`config.mk`:
```
export PLATFORM = sky130hd
export DESIGN_NAME = home_event_arbiter_flat
export DESIGN_NICKNAME = d
export VERILOG_FILES = /design/src/rtl/home_auto_pkg.sv /design/src/rtl/home_event_arbiter_if.sv /design/src/rtl/rr_priority_picker.sv /design/src/rtl/home_event_arbiter.sv /design/src/flat_wrapper.sv
export SDC_FILE = /design/constraint.sdc
export NUM_CORES = 1
export LEC_CHECK = 0
export ABC_CLOCK_PERIOD_IN_PS = 6800
export CORE_MARGIN = 1
export CORE_UTILIZATION = 50
export DETAILED_ROUTE_END_ITERATION = 10
export GPL_ROUTABILITY_DRIVEN = 0
export GPL_TIMING_DRIVEN = 0
export PLACE_DENSITY = 0.83
export SYNTH_ARGS = -nofsm -noshare
export SYNTH_HDL_FRONTEND = slang
export SYNTH_SLANG_ARGS = --single-unit
```
`constraint.sdc`:
```
create_clock -name clk -period 6.8 [get_ports clk]
set_clock_uncertainty 0.1 [all_clocks]
set_input_delay 1.36 -clock clk [delete_from_list [all_inputs] [get_ports clk]]
set_output_delay 1.36 -clock clk [all_outputs]
set_load 0.02 [all_outputs]
```
`src/rtl/home_auto_pkg.sv`:
```
// home_auto_pkg: shared definitions for the home-automation arbiters.
//   disp_width     : display/state code width for n sensor channels
//   ev_heat/ev_cool: event indices of the heater and cooler services
//   code_to_onehot : display code -> one-hot service vector (MAX_EV wide)
package home_auto_pkg;

    localparam int MAX_SENSORS = 13;
    localparam int MAX_EV      = MAX_SENSORS + 2;

    // Codes 0 (idle), 1..n (sensors), n+1 (heater), n+2 (cooler).
    function automatic int disp_width(input int n);
        return $clog2(n + 3);
    endfunction

    function automatic int ev_heat(input int n);
        return n;
    endfunction

    function automatic int ev_cool(input int n);
        return n + 1;
    endfunction

    // Code k (1..n+2) lights bit k-1; idle or any out-of-range code gives zero.
    function automatic logic [MAX_EV-1:0] code_to_onehot(input int code, input int n);
        logic [MAX_EV-1:0] oh;
        if ((code >= 1) && (code <= n + 2)) begin
            oh    = '0;
            oh[0] = 1'b1;
            oh    = oh << (code - 1);
        end else begin
            oh = '0;
        end
        return oh;
    endfunction

endpackage

```
`src/rtl/home_event_arbiter_if.sv`:
```
// home_event_arbiter_if: sensor front-end <-> arbiter <-> actuator/display bundle.
//   sensors, ack, temp                 : driven by the front-end (master)
//   output_signals, display, pending   : driven by the arbiter (slave)
//   trans_cnt                          : only when TRANSITION_COUNT_EN is defined
interface home_event_arbiter_if #(
    parameter int NUM_SENSORS = 4,
    parameter int TEMP_W      = 6
);
    import home_auto_pkg::*;

    localparam int DW = disp_width(NUM_SENSORS);

    logic [NUM_SENSORS-1:0] sensors;
    logic [NUM_SENSORS-1:0] ack;
    logic [TEMP_W-1:0]      temp;
    logic [NUM_SENSORS+1:0] output_signals;
    logic [DW-1:0]          display;
    logic [NUM_SENSORS-1:0] pending;
`ifdef TRANSITION_COUNT_EN
    logic [15:0]            trans_cnt;

    modport master (output sensors, ack, temp,
                    input  output_signals, display, pending, trans_cnt);
    modport slave  (input  sensors, ack, temp,
                    output output_signals, display, pending, trans_cnt);
`else
    modport master (output sensors, ack, temp,
                    input  output_signals, display, pending);
    modport slave  (input  sensors, ack, temp,
                    output output_signals, display, pending);
`endif

endinterface

```
`src/rtl/rr_priority_picker.sv`:
```
// rr_priority_picker: combinational rotating-priority search.
//   req   : WIDTH request lines
//   start : index checked first; search wraps, so start-1 is checked last
//   valid : some request is set
//   grant : index of the first set request at or after start
module rr_priority_picker #(
    parameter  int WIDTH = 6,
    localparam int IW    = (WIDTH > 1) ? $clog2(WIDTH) : 1
) (
    input  logic [WIDTH-1:0] req,
    input  logic [IW-1:0]    start,
    output logic             valid,
    output logic [IW-1:0]    grant
);

    logic [WIDTH-1:0] rot_s;
    int               off_s;

    // Rotate so the start position sits at bit 0; then it is a plain lowest-bit search.
    always_comb begin
        rot_s = WIDTH'({req, req} >> start);
    end

    // Lowest set bit of the rotated vector, mapped back to an absolute index.
    always_comb begin
        valid = 1'b0;
        off_s = 0;
        grant = '0;
        for (int i = 0; i < WIDTH; i++) begin
            if (!valid && rot_s[i]) begin
                valid = 1'b1;
                off_s = i;
            end else begin
                valid = valid;
            end
        end
        if (int'(start) + off_s >= WIDTH) begin
            grant = IW'(int'(start) + off_s - WIDTH);
        end else begin
            grant = IW'(int'(start) + off_s);
        end
    end

endmodule

```
`src/rtl/home_event_arbiter.sv`:
```
// home_event_arbiter: picks one active service (sensor channel, heater, cooler
// or idle) with rotating priority, temperature hysteresis, minimum dwell and
// latched alarms cleared by acknowledge.
//   clk, rst             : clock, synchronous active-high reset
//   bus.sensors/ack/temp : inputs from the sensor front-end
//   bus.output_signals   : one-hot active service (sensors, heater, cooler)
//   bus.display          : state code (0 idle, i+1 sensor i, N+1 heater, N+2 cooler)
//   bus.pending          : latched-alarm flags
//   bus.trans_cnt        : saturating state-change count, only with TRANSITION_COUNT_EN
module home_event_arbiter
    import home_auto_pkg::*;
#(
    parameter int                     NUM_SENSORS = 4,
    parameter int                     TEMP_W      = 6,
    parameter int                     T_LOW       = 10,
    parameter int                     T_HIGH      = 21,
    parameter int                     HYST        = 2,
    parameter int                     MIN_DWELL   = 1,
    parameter logic [NUM_SENSORS-1:0] LATCH_MASK  = NUM_SENSORS'(4'b0100)
) (
    input  logic                 clk,
    input  logic                 rst,
    home_event_arbiter_if.slave  bus
);

    localparam int N       = NUM_SENSORS;
    localparam int NUM_EV  = N + 2;
    localparam int DW      = disp_width(N);
    localparam int IW      = $clog2(NUM_EV);
    localparam int DWELL_W = (MIN_DWELL > 1) ? $clog2(MIN_DWELL) : 1;
    localparam int EVH     = ev_heat(N);
    localparam int EVC     = ev_cool(N);

    // Thresholds widened by one bit so T_LOW+HYST cannot wrap.
    localparam logic [TEMP_W:0] T_LOW_X       = (TEMP_W + 1)'(T_LOW);
    localparam logic [TEMP_W:0] HEAT_OFF_X    = (TEMP_W + 1)'(T_LOW + HYST);
    localparam logic [TEMP_W:0] T_HIGH_X      = (TEMP_W + 1)'(T_HIGH);
    localparam bit              COOL_HOLD_ALL = (T_HIGH < HYST);
    localparam logic [TEMP_W:0] COOL_OFF_X    = (TEMP_W + 1)'(COOL_HOLD_ALL ? 0 : T_HIGH - HYST);

    logic [DW-1:0]      state_r;
    logic [N+1:0]       out_r;
    logic [N-1:0]       pend_r;
    logic [DWELL_W-1:0] dwell_r;

    logic [DW-1:0]      state_nx_s;
    logic [N+1:0]       out_nx_s;
    logic [N-1:0]       pend_nx_s;
    logic [DWELL_W-1:0] dwell_nx_s;
    logic               changed_s;

    logic [TEMP_W:0]    temp_x_s;
    logic               heating_s;
    logic               cooling_s;
    logic               legal_s;
    logic [NUM_EV-1:0]  req_s;
    logic [IW-1:0]      start_s;
    logic               pick_valid_s;
    logic [IW-1:0]      pick_grant_s;
    logic [DW-1:0]      pick_code_s;

    // Request vector: sensors OR their latched alarms, plus heat/cool with hysteresis.
    always_comb begin
        temp_x_s   = {1'b0, bus.temp};
        heating_s  = (state_r == DW'(EVH + 1));
        cooling_s  = (state_r == DW'(EVC + 1));
        req_s      = '0;
        req_s[N-1:0] = bus.sensors | pend_r;
        req_s[EVH] = (temp_x_s < T_LOW_X) || (heating_s && (temp_x_s < HEAT_OFF_X));
        req_s[EVC] = (temp_x_s > T_HIGH_X) ||
                     (cooling_s && (COOL_HOLD_ALL || (temp_x_s > COOL_OFF_X)));
    end

    // Search start: code k (event k-1) starts at event k; idle and the last event start at 0.
    always_comb begin
        legal_s = (state_r <= DW'(NUM_EV));
        if (!legal_s || (state_r == DW'(NUM_EV))) begin
            start_s = '0;
        end else begin
            start_s = IW'(state_r);
        end
    end

    rr_priority_picker #(
        .WIDTH (NUM_EV)
    ) u_picker (
        .req   (req_s),
        .start (start_s),
        .valid (pick_valid_s),
        .grant (pick_grant_s)
    );

    // Next state with dwell hold; re-selecting the current state leaves the counter alone.
    always_comb begin
        state_nx_s = state_r;
        dwell_nx_s = dwell_r;
        changed_s  = 1'b0;
        if (pick_valid_s) begin
            pick_code_s = DW'(pick_grant_s) + DW'(1'b1);
        end else begin
            pick_code_s = '0;
        end
        if (!legal_s) begin
            state_nx_s = '0;
            dwell_nx_s = '0;
            changed_s  = 1'b1;
        end else if (dwell_r != '0) begin
            dwell_nx_s = dwell_r - DWELL_W'(1'b1);
        end else if (pick_code_s != state_r) begin
            state_nx_s = pick_code_s;
            dwell_nx_s = DWELL_W'(MIN_DWELL - 1);
            changed_s  = 1'b1;
        end else begin
            state_nx_s = state_r;
        end
        out_nx_s  = (N + 2)'(code_to_onehot(int'(state_nx_s), N));
        // Setting beats acknowledging; unmasked channels never latch.
        pend_nx_s = LATCH_MASK & (bus.sensors | (pend_r & ~bus.ack));
    end

    // State, one-hot outputs, alarms and dwell counter all move on the same edge.
    always_ff @(posedge clk) begin
        if (rst) begin
            state_r <= '0;
            out_r   <= '0;
            pend_r  <= '0;
            dwell_r <= '0;
        end else begin
            state_r <= state_nx_s;
            out_r   <= out_nx_s;
            pend_r  <= pend_nx_s;
            dwell_r <= dwell_nx_s;
        end
    end

    assign bus.display        = state_r;
    assign bus.output_signals = out_r;
    assign bus.pending        = pend_r;

`ifdef TRANSITION_COUNT_EN
    logic [15:0] trans_cnt_r;

    // Saturating count of real state changes.
    always_ff @(posedge clk) begin
        if (rst) begin
            trans_cnt_r <= 16'h0000;
        end else if (changed_s && (trans_cnt_r != 16'hFFFF)) begin
            trans_cnt_r <= trans_cnt_r + 16'h0001;
        end else begin
            trans_cnt_r <= trans_cnt_r;
        end
    end

    assign bus.trans_cnt = trans_cnt_r;
`endif

endmodule
```
`src/flat_wrapper.sv`:
```
// flat-port wrapper written by rule: the top's interface ports become plain ports
module home_event_arbiter_flat import home_auto_pkg::*;
#(
    parameter int                     NUM_SENSORS = 4,
    parameter int                     TEMP_W      = 6,
    parameter int                     T_LOW       = 10,
    parameter int                     T_HIGH      = 21,
    parameter int                     HYST        = 2,
    parameter int                     MIN_DWELL   = 1,
    parameter logic [NUM_SENSORS-1:0] LATCH_MASK  = NUM_SENSORS'(4'b0100)
)
  (clk, rst, bus_sensors, bus_ack, bus_temp, bus_output_signals, bus_display, bus_pending);
  home_event_arbiter_if #(.NUM_SENSORS(NUM_SENSORS), .TEMP_W(TEMP_W)) bus_i ();
  input  logic clk;
  input  logic rst;
  input wire logic [$bits(bus_i.sensors)-1:0] bus_sensors;
  input wire logic [$bits(bus_i.ack)-1:0] bus_ack;
  input wire logic [$bits(bus_i.temp)-1:0] bus_temp;
  output wire logic [$bits(bus_i.output_signals)-1:0] bus_output_signals;
  output wire logic [$bits(bus_i.display)-1:0] bus_display;
  output wire logic [$bits(bus_i.pending)-1:0] bus_pending;
  assign bus_i.sensors = bus_sensors;
  assign bus_i.ack = bus_ack;
  assign bus_i.temp = bus_temp;
  assign bus_output_signals = bus_i.output_signals;
  assign bus_display = bus_i.display;
  assign bus_pending = bus_i.pending;
  home_event_arbiter #(.NUM_SENSORS(NUM_SENSORS), .TEMP_W(TEMP_W), .T_LOW(T_LOW), .T_HIGH(T_HIGH), .HYST(HYST), .MIN_DWELL(MIN_DWELL), .LATCH_MASK(LATCH_MASK)) u_core (.clk(clk), .rst(rst), .bus(bus_i));
endmodule
```
==> results.txt, run 1 <==
----------------------------------------------------
[Run status]
  Outcome ... completed

[Setup path]
  Data required time at the worst endpoint ... 6910 ps
  Critical path launch point type ... input pin
  Worst Path Max Fanout ... 5
  Critical path class ... input pin to flip-flop
  Sequence of cells on the critical path ... clkdlybuf4s50_1 -> a211oi_1 -> a211o_1 -> o311ai_1 -> a221oi_2 -> and2_2 -> nand3b_1 -> a22oi_1 -> ha_1 -> fa_1 -> a211oi_2 -> a21oi_1 -> ha_1 -> nand2_1 -> o22a_1 -> ha_1 -> ha_1 -> o21ai_0 -> a31oi_1 -> nor4_1 -> and4bb_2
  Critical path's largest stage delay ... 480 ps
  Cell repeated most along the worst path ... sky130_fd_sc_hd__ha_1
  Worst Reg2Reg Path Length in Cells ... 22
  Crit path arrival time ... 6370 ps
  Critical Path End Type ... flip-flop
  Cell with the largest stage delay on the worst path ... sky130_fd_sc_hd__fa_1

[Layout]
  Post-layout instance area ... 1490 um2
  Post-layout net count ... 205
  Area used by sequential logic in the layout ... 220 um2
  Total of fill cells in the finished design ... 203
  Ant diodes ... 0
  Area overhead of the layout relative to synthesis ... 23.4%
  Final cell count without fillers ... roughly 210
  Share of cells above drive strength 1 ... 16.3%
  Footprint of the multi-input gates ... 921 um2

[Floorplanning]
  Floorplan row count ... 17
  Die Wd ... 51.2 um
  Core area ... approximately 2300 um2
  Die footprint ... 2620 um2
  Starting density of the core ... 53.7%
  Top-level I/O count ... 29
  Y dimension of the die ... a little over 50 um

[Timing]
  Slew Limit Fails ... 0
  Fmax achieved ... 160 MHz
  Time the worst path needs with I/O delays and setup ... 6260 ps
  Final worst path period share ... 92.0%
  Endpoints failing setup ... 0
  Worst slew margin relative to its limit ... 66.1%
  Setup TNS ... 0 ps
  Worst slew pin tran ... roughly 500 ps
  Setup WS post-layout ... between 500 and 600 ps
  Final hold violation count ... 0
  Setup repair after global routing missed its margin ... false

[CTS]
  Insertion delay of the later-clocked pin in the worst-skew pair ... 260 ps
  Post-cts hold buffer count ... 0
  H-tree levels ... 1
  Count of buffers added by post-CTS timing repair for setup ... 0
  Longest Clk Path Bufs ... 2
  Clock input transition at the sequential cells of the worst setup and hold paths ... 60 ps
  Root buffer cell ... sky130_fd_sc_hd__clkbuf_4
  Total clock buffers created by CTS ... 3
  Cells resized by post-CTS repair ... 0
  Clk sink count ... 11
  CTS tree ... done

[Place]
  Placement Setup Slack ... 363 ps
  Number of I/O port buffers ... 21
  Placed inst area ... 1470 um2
  Detailed Place HPWL ... 2260 um
  Post-placement cell count ... roughly 200

[Routing]
  Length of routed met2 wiring ... between 1000 and 1500 um
  Router iterations before antenna repair ... 4
  Number of design-rule violations left by the first detailed-router iteration ... 53
  Vias ... 1204
  DR WL/cell ... 13.5 um
  DR DRC count ... 0
  Routed WL ... 2780 um
  DRT antenna net count ... 0
  Via density per instance ... 5.84
  Top layer reached by signal wires ... met4
  Amount of wire on met3 after detailed routing ... ~170 um
  Metal1 wirelength ... 1190 um

[Global route]
  First-pass GRT wire length ... 4800 um
  Number of global-route vias before repair ... about 1200
  Largest net degree at the start of global routing ... 11
  Antenna violations before repair ... 0
  GRT Resource Usage Total ... 23.7%
  Gr ovfl total ... 0

[Power and ir drop]
  Leak Pwr ... 0.627 nW
  Power per cell area ... roughly 510 nW/um2
  IR drop worst, VDD ... 379 uV

[Synthesis]
  Number of distinct library cell variants in the gate-level netlist after synthesis ... 62
  Share of the synthesized area in the top cell type ... 18.2%
  Number of synthesized register bits ... 11
  Cell types with the largest area share after synthesis ... sky130_fd_sc_hd__dfxtp_1 (18%), sky130_fd_sc_hd__ha_1 (9.3%), sky130_fd_sc_hd__nand2_1 (5.0%), sky130_fd_sc_hd__o21ai_0 (3.7%), sky130_fd_sc_hd__and4bb_2 (3.1%)
  Most common flop cell mapped by yosys ... sky130_fd_sc_hd__dfxtp_1
  Count leader, synth ... sky130_fd_sc_hd__nand2_1
  Cell area after technology mapping ... around 1200 um2
  Cells after Synth ... 150
  Ranking of synthesized cells by instance count ... sky130_fd_sc_hd__nand2_1 (16), sky130_fd_sc_hd__dfxtp_1 (11), sky130_fd_sc_hd__nor2_1 (10), sky130_fd_sc_hd__ha_1 (9), sky130_fd_sc_hd__o21ai_0 (9)
  Most area-hungry cell type in the Yosys netlist ... sky130_fd_sc_hd__dfxtp_1
  Part of the Yosys area used for sequential elements ... between 10% and 20%
  Yosys warnings ... 0
  Mean instance size in the synthesized netlist ... 8.07 um2
  Share of synthesized flip-flops with an asynchronous set or reset ... 0%
  Number of flops mapped to enable cells by yosys ... 0

[Run]
  Max-cap check violation count ... 0

[Hold path]
  Min-Delay Path Depth ... 2
  Tightest Hold Check Type ... flip-flop to flip-flop

----------------------------------------------------
==> area by class of cell <==
class                      count  area share, %
buffer                         8           3.60
sequential                    11           14.8
tap                           28           2.35
multi-input combinational    127           61.7
inverter                       7           1.76
timing repair buffer          21           14.1
clock buffer                   4           1.76
==> critical path: cells and delay by family <==
| family | cells | cell delay, ps |
|---|---|---|
| and+or+nand+nor | 5 | 1020 |
| buffers and inverters | 1 | 460 |
| AOI/OAI and AO/OA | 10 | 2110 |
| adders and majority gates | 5 | 1440 |
==> power breakdown <==
| group | internal [mW] | total, mW | switching (mW) |
|---|---|---|---|
| clock | 0.0227 | 0.0423 | 0.0196 |
| sequential | 0.0818 | 0.0908 | 0.00900 |
| combinational | 0.280 | 0.628 | 0.348 |
| total | 0.384 | 0.761 | 0.377 |
==> final timing paths <==
check             slack [ps]                                      end                              from
setup / recovery         540  u_core.bus.output_signals[4]$_SDFF_PP0_                       bus_temp[2]
setup reg to reg        1680  u_core.bus.output_signals[4]$_SDFF_PP0_  u_core.bus.display[1]$_SDFF_PP0_
hold / removal           460         u_core.bus.pending[2]$_SDFF_PP0_  u_core.bus.pending[2]$_SDFF_PP0_
hold reg to reg          460         u_core.bus.pending[2]$_SDFF_PP0_  u_core.bus.pending[2]$_SDFF_PP0_
==> flip-flops by register name, indices dropped and copies added, names as in the netlist <==
signal                     cells
u_core.bus.display             3
u_core.bus.output_signals      6
u_core.bus.pending             1
u_core.dwell_r                 1
==> layer usage <==
metal,GRT usage (%),up-vias
li1,-,614
met1,27.2,542
met2,43.2,44
met3,5.65,4
met4,6.48,0
met5,0,-
==> kinds of logic (layout without fill, tap and decap cells) <==
group / Yosys count / in the layout / synth area share (%)
multiplexers: 3 / 3 / 2.90
adder cells (fa/ha/maj): 10 / 10 / 11.0
AND/OR/NAND/NOR: 61 / 61 / 30.2
flip-flops: 11 / 11 / 18.2
buffers and inverters: 15 / 40 / 6.62
XOR/XNOR: 3 / 3 / 2.17
other: 1 / 4 / 0.310
AO/OA/AOI/OAI: 46 / 46 / 28.6
==> cell usage in the layout (no fill, tap or decap), drive strengths merged, types with 3 or more instances in the layout <==
cell type,netlist,final
o211ai,3,3
nor2,11,11
o21ai,13,13
and4bb,5,5
buf,6,6
nand2,16,16
a21oi,5,5
clkdlybuf4s50,0,21
ha,9,9
nand3,8,8
dfxtp,11,11
inv,7,7
clkbuf,2,6
nand2b,3,3
conb,1,4
a22oi,4,4
==> metrics by stage <==
step                      hold WS [ps]  util (%)  total power, mW
after global placement             408      65.0            0.693
after floorplan                    496         -            0.581
after global routing               487      66.2            0.845
final                              459      66.2            0.761
after CTS                          472      66.2            0.759
after detailed placement           462      65.0            0.714
Note: power is estimated with default switching activity, not from simulation.
==> run 2, diff against run 1 <==
CORE_MARGIN = 10   (was 1)
CTS_CLUSTER_DIAMETER = 120   (was default)
==> results.txt, run 2 (same netlist as run 1, synthesis figures left out) <==
----------------------------------------------------
[Routing]
  Routed WL ... 3140 um (+13%)
  Length of routed met2 wiring ... 1460 um (+3.0%)
  Number of design-rule violations left by the first detailed-router iteration ... 120 (+130%)
  Metal1 wirelength ... 1380 um (+16%)
  DR WL/cell ... 15.2 um (+13%)
  DRT antenna net count ... 0 (unchanged)
  Router iterations before antenna repair ... 4 (unchanged)
  Top layer reached by signal wires ... met4
  DR DRC count ... 0 (unchanged)
  Amount of wire on met3 after detailed routing ... 251 um (+50%)
  Vias ... 1250 (+3.8%)
  Via density per instance ... 6.07 (+3.8%)

[Layout]
  Ant diodes ... 0 (unchanged)
  Top library cells by usage in the layout, fill and taps aside ... sky130_fd_sc_hd__clkdlybuf4s50_1 (21), sky130_fd_sc_hd__nand2_1 (16), sky130_fd_sc_hd__dfxtp_1 (11)
  Area overhead of the layout relative to synthesis ... 23.5% (about the same)
  Post-layout net count ... 205 (unchanged)
  Flip-flop count of the largest register after layout ... 6 (unchanged)
  Commonest non-fill, non-tap cell in the layout ... sky130_fd_sc_hd__clkdlybuf4s50_1
  Share of cells above drive strength 1 ... 16.9% (+0.56 points)

[Power and ir drop]
  Power per cell area ... 524 nW/um2 (+2.7%)
  IR drop worst, VDD ... 361 uV (-4.5%)
  Power Total ... 782 uW (+2.8%)
  Leak Pwr ... 0.630 nW (+0.44%)

[Hold path]
  Tightest Hold Check Type ... flip-flop to flip-flop

[CTS]
  Longest Clk Path Bufs ... 2 (unchanged)
  Cells resized by post-CTS repair ... 0 (unchanged)
  Post-cts hold buffer count ... 0 (unchanged)
  Root buffer cell ... sky130_fd_sc_hd__clkbuf_4
  Clk sink count ... 11 (unchanged)
  Clock input transition at the sequential cells of the worst setup and hold paths ... 70 ps (about the same)
  Count of buffers added by post-CTS timing repair for setup ... 0 (unchanged)
  Insertion delay of the later-clocked pin in the worst-skew pair ... 270 ps (about the same)
  CTS tree ... done
  H-tree levels ... 1 (unchanged)
  Total clock buffers created by CTS ... 3 (unchanged)

[Floorplanning]
  Top-level I/O count ... 29 (unchanged)
  Floorplan row count ... 17 (unchanged)
  Die Wd ... 69.2 um (+35%)
  Core area ... 2250 um2 (unchanged)
  Y dimension of the die ... 69.2 um (+35%)
  Starting density of the core ... 53.7% (unchanged)
  Die footprint ... 4790 um2 (+83%)

[Place]
  Detailed Place HPWL ... 2560 um (+13%)
  Number of I/O port buffers ... 21 (unchanged)
  Placement Setup Slack ... 279 ps (-84.5 ps)

[Setup path]
  Worst Path Max Fanout ... 5 (unchanged)
  Critical Path End Type ... flip-flop
  Critical path class ... input pin to flip-flop
  Crit path arrival time ... 6490 ps (+120 ps)
  Data required time at the worst endpoint ... 6920 ps (about the same)
  Critical path launch point type ... input pin
  Register-to-register setup slack ... 1590 ps (-90 ps)

[Timing]
  Setup TNS ... 0 ps (unchanged)
  Slew Limit Fails ... 0 (unchanged)
  Final worst path period share ... 93.6% (+1.6 points)
  Worst slew pin tran ... 510 ps (+9.22 ps)
  Worst slew margin relative to its limit ... 65.7% (-0.40 points)
  Time the worst path needs with I/O delays and setup ... 6370 ps (+109 ps)
  Endpoints failing setup ... 0 (unchanged)
  Final hold violation count ... 0 (unchanged)
  Setup repair after global routing missed its margin ... false
  Setup WS post-layout ... 432 ps (-109 ps)
  Fmax achieved ... 157 MHz (-1.7%)

[Run status]
  Outcome ... completed

[Global route]
  Number of global-route vias before repair ... 1162 (unchanged)
  First-pass GRT wire length ... 5330 um (+11%)
  Gr ovfl total ... 0 (unchanged)
  GRT Resource Usage Total ... 12.5% (-11 points)
  Largest net degree at the start of global routing ... 11 (unchanged)
  Antenna violations before repair ... 0 (unchanged)

[Run]
  Max-cap check violation count ... 0 (unchanged)

----------------------------------------------------
==> run 2: final timing paths <==
| kind | start | to | cells after the start |
|---|---|---|---|
| setup reg to reg | u_core.bus.display[1]$_SDFF_PP0_ | u_core.bus.output_signals[3]$_SDFF_PP0_ | 22 |
| hold reg to reg | u_core.bus.pending[2]$_SDFF_PP0_ | u_core.bus.pending[2]$_SDFF_PP0_ | 2 |
| setup / recovery | bus_temp[2] | u_core.bus.output_signals[3]$_SDFF_PP0_ | 21 |
| hold / removal | u_core.bus.pending[2]$_SDFF_PP0_ | u_core.bus.pending[2]$_SDFF_PP0_ | 2 |
==> run 2: area by class of cell <==
cell class / count / area (um2)
multi-input combinational: 127 / 921
fill: 198 / 761
sequential: 11 / 220
timing repair buffer: 21 / 210
buffer: 8 / 53.8
tap: 28 / 35.0
inverter: 7 / 26.3
clock buffer: 3 / 22.5
clock inverter: 1 / 5.00
==> run 2: routing by layer <==
layer  GRT usage, %  vias up
li1               -      621
met4           2.00        0
met5              0        -
met3           4.42        8
met1           14.7      558
met2           21.4       63
==> run 2: through the flow <==
step                      hold WS, ps  instance area [um2]  std cells  utilization, %
after floorplan                   496                 1220        153               -
after global placement            412                 1470        202            65.0
after detailed placement          430                 1470        202            65.0
after CTS                         446                 1490        206            66.3
after global routing              476                 1490        206            66.3
final                             446                 1490        206            66.3
==> run 2: worst max-delay path, cell delays in order <==
cell and delay, ps:
sky130_fd_sc_hd__clkdlybuf4s50_1 450, sky130_fd_sc_hd__a211oi_1 390, sky130_fd_sc_hd__a211o_1 210, sky130_fd_sc_hd__o311ai_1 160, sky130_fd_sc_hd__a221oi_2 350, sky130_fd_sc_hd__and2_2 210, sky130_fd_sc_hd__nand3b_1 70, sky130_fd_sc_hd__a22oi_1 160
sky130_fd_sc_hd__ha_1 220, sky130_fd_sc_hd__fa_1 480, sky130_fd_sc_hd__a211oi_2 270, sky130_fd_sc_hd__a21oi_1 80, sky130_fd_sc_hd__ha_1 390, sky130_fd_sc_hd__nand2_1 100, sky130_fd_sc_hd__o22a_1 220, sky130_fd_sc_hd__ha_1 210
sky130_fd_sc_hd__ha_1 180, sky130_fd_sc_hd__o21ai_0 160, sky130_fd_sc_hd__a31oi_1 80, sky130_fd_sc_hd__nor4_1 410, sky130_fd_sc_hd__and4bb_2 300
==> run 2: where the power goes <==
part	switching, mW	internal (mW)	leakage [nW]
Combinational	0.363	0.284	0.522
Clock	0.0222	0.0218	0.0177
Sequential	0.00995	0.0818	0.0899
Total	0.395	0.387	0.630
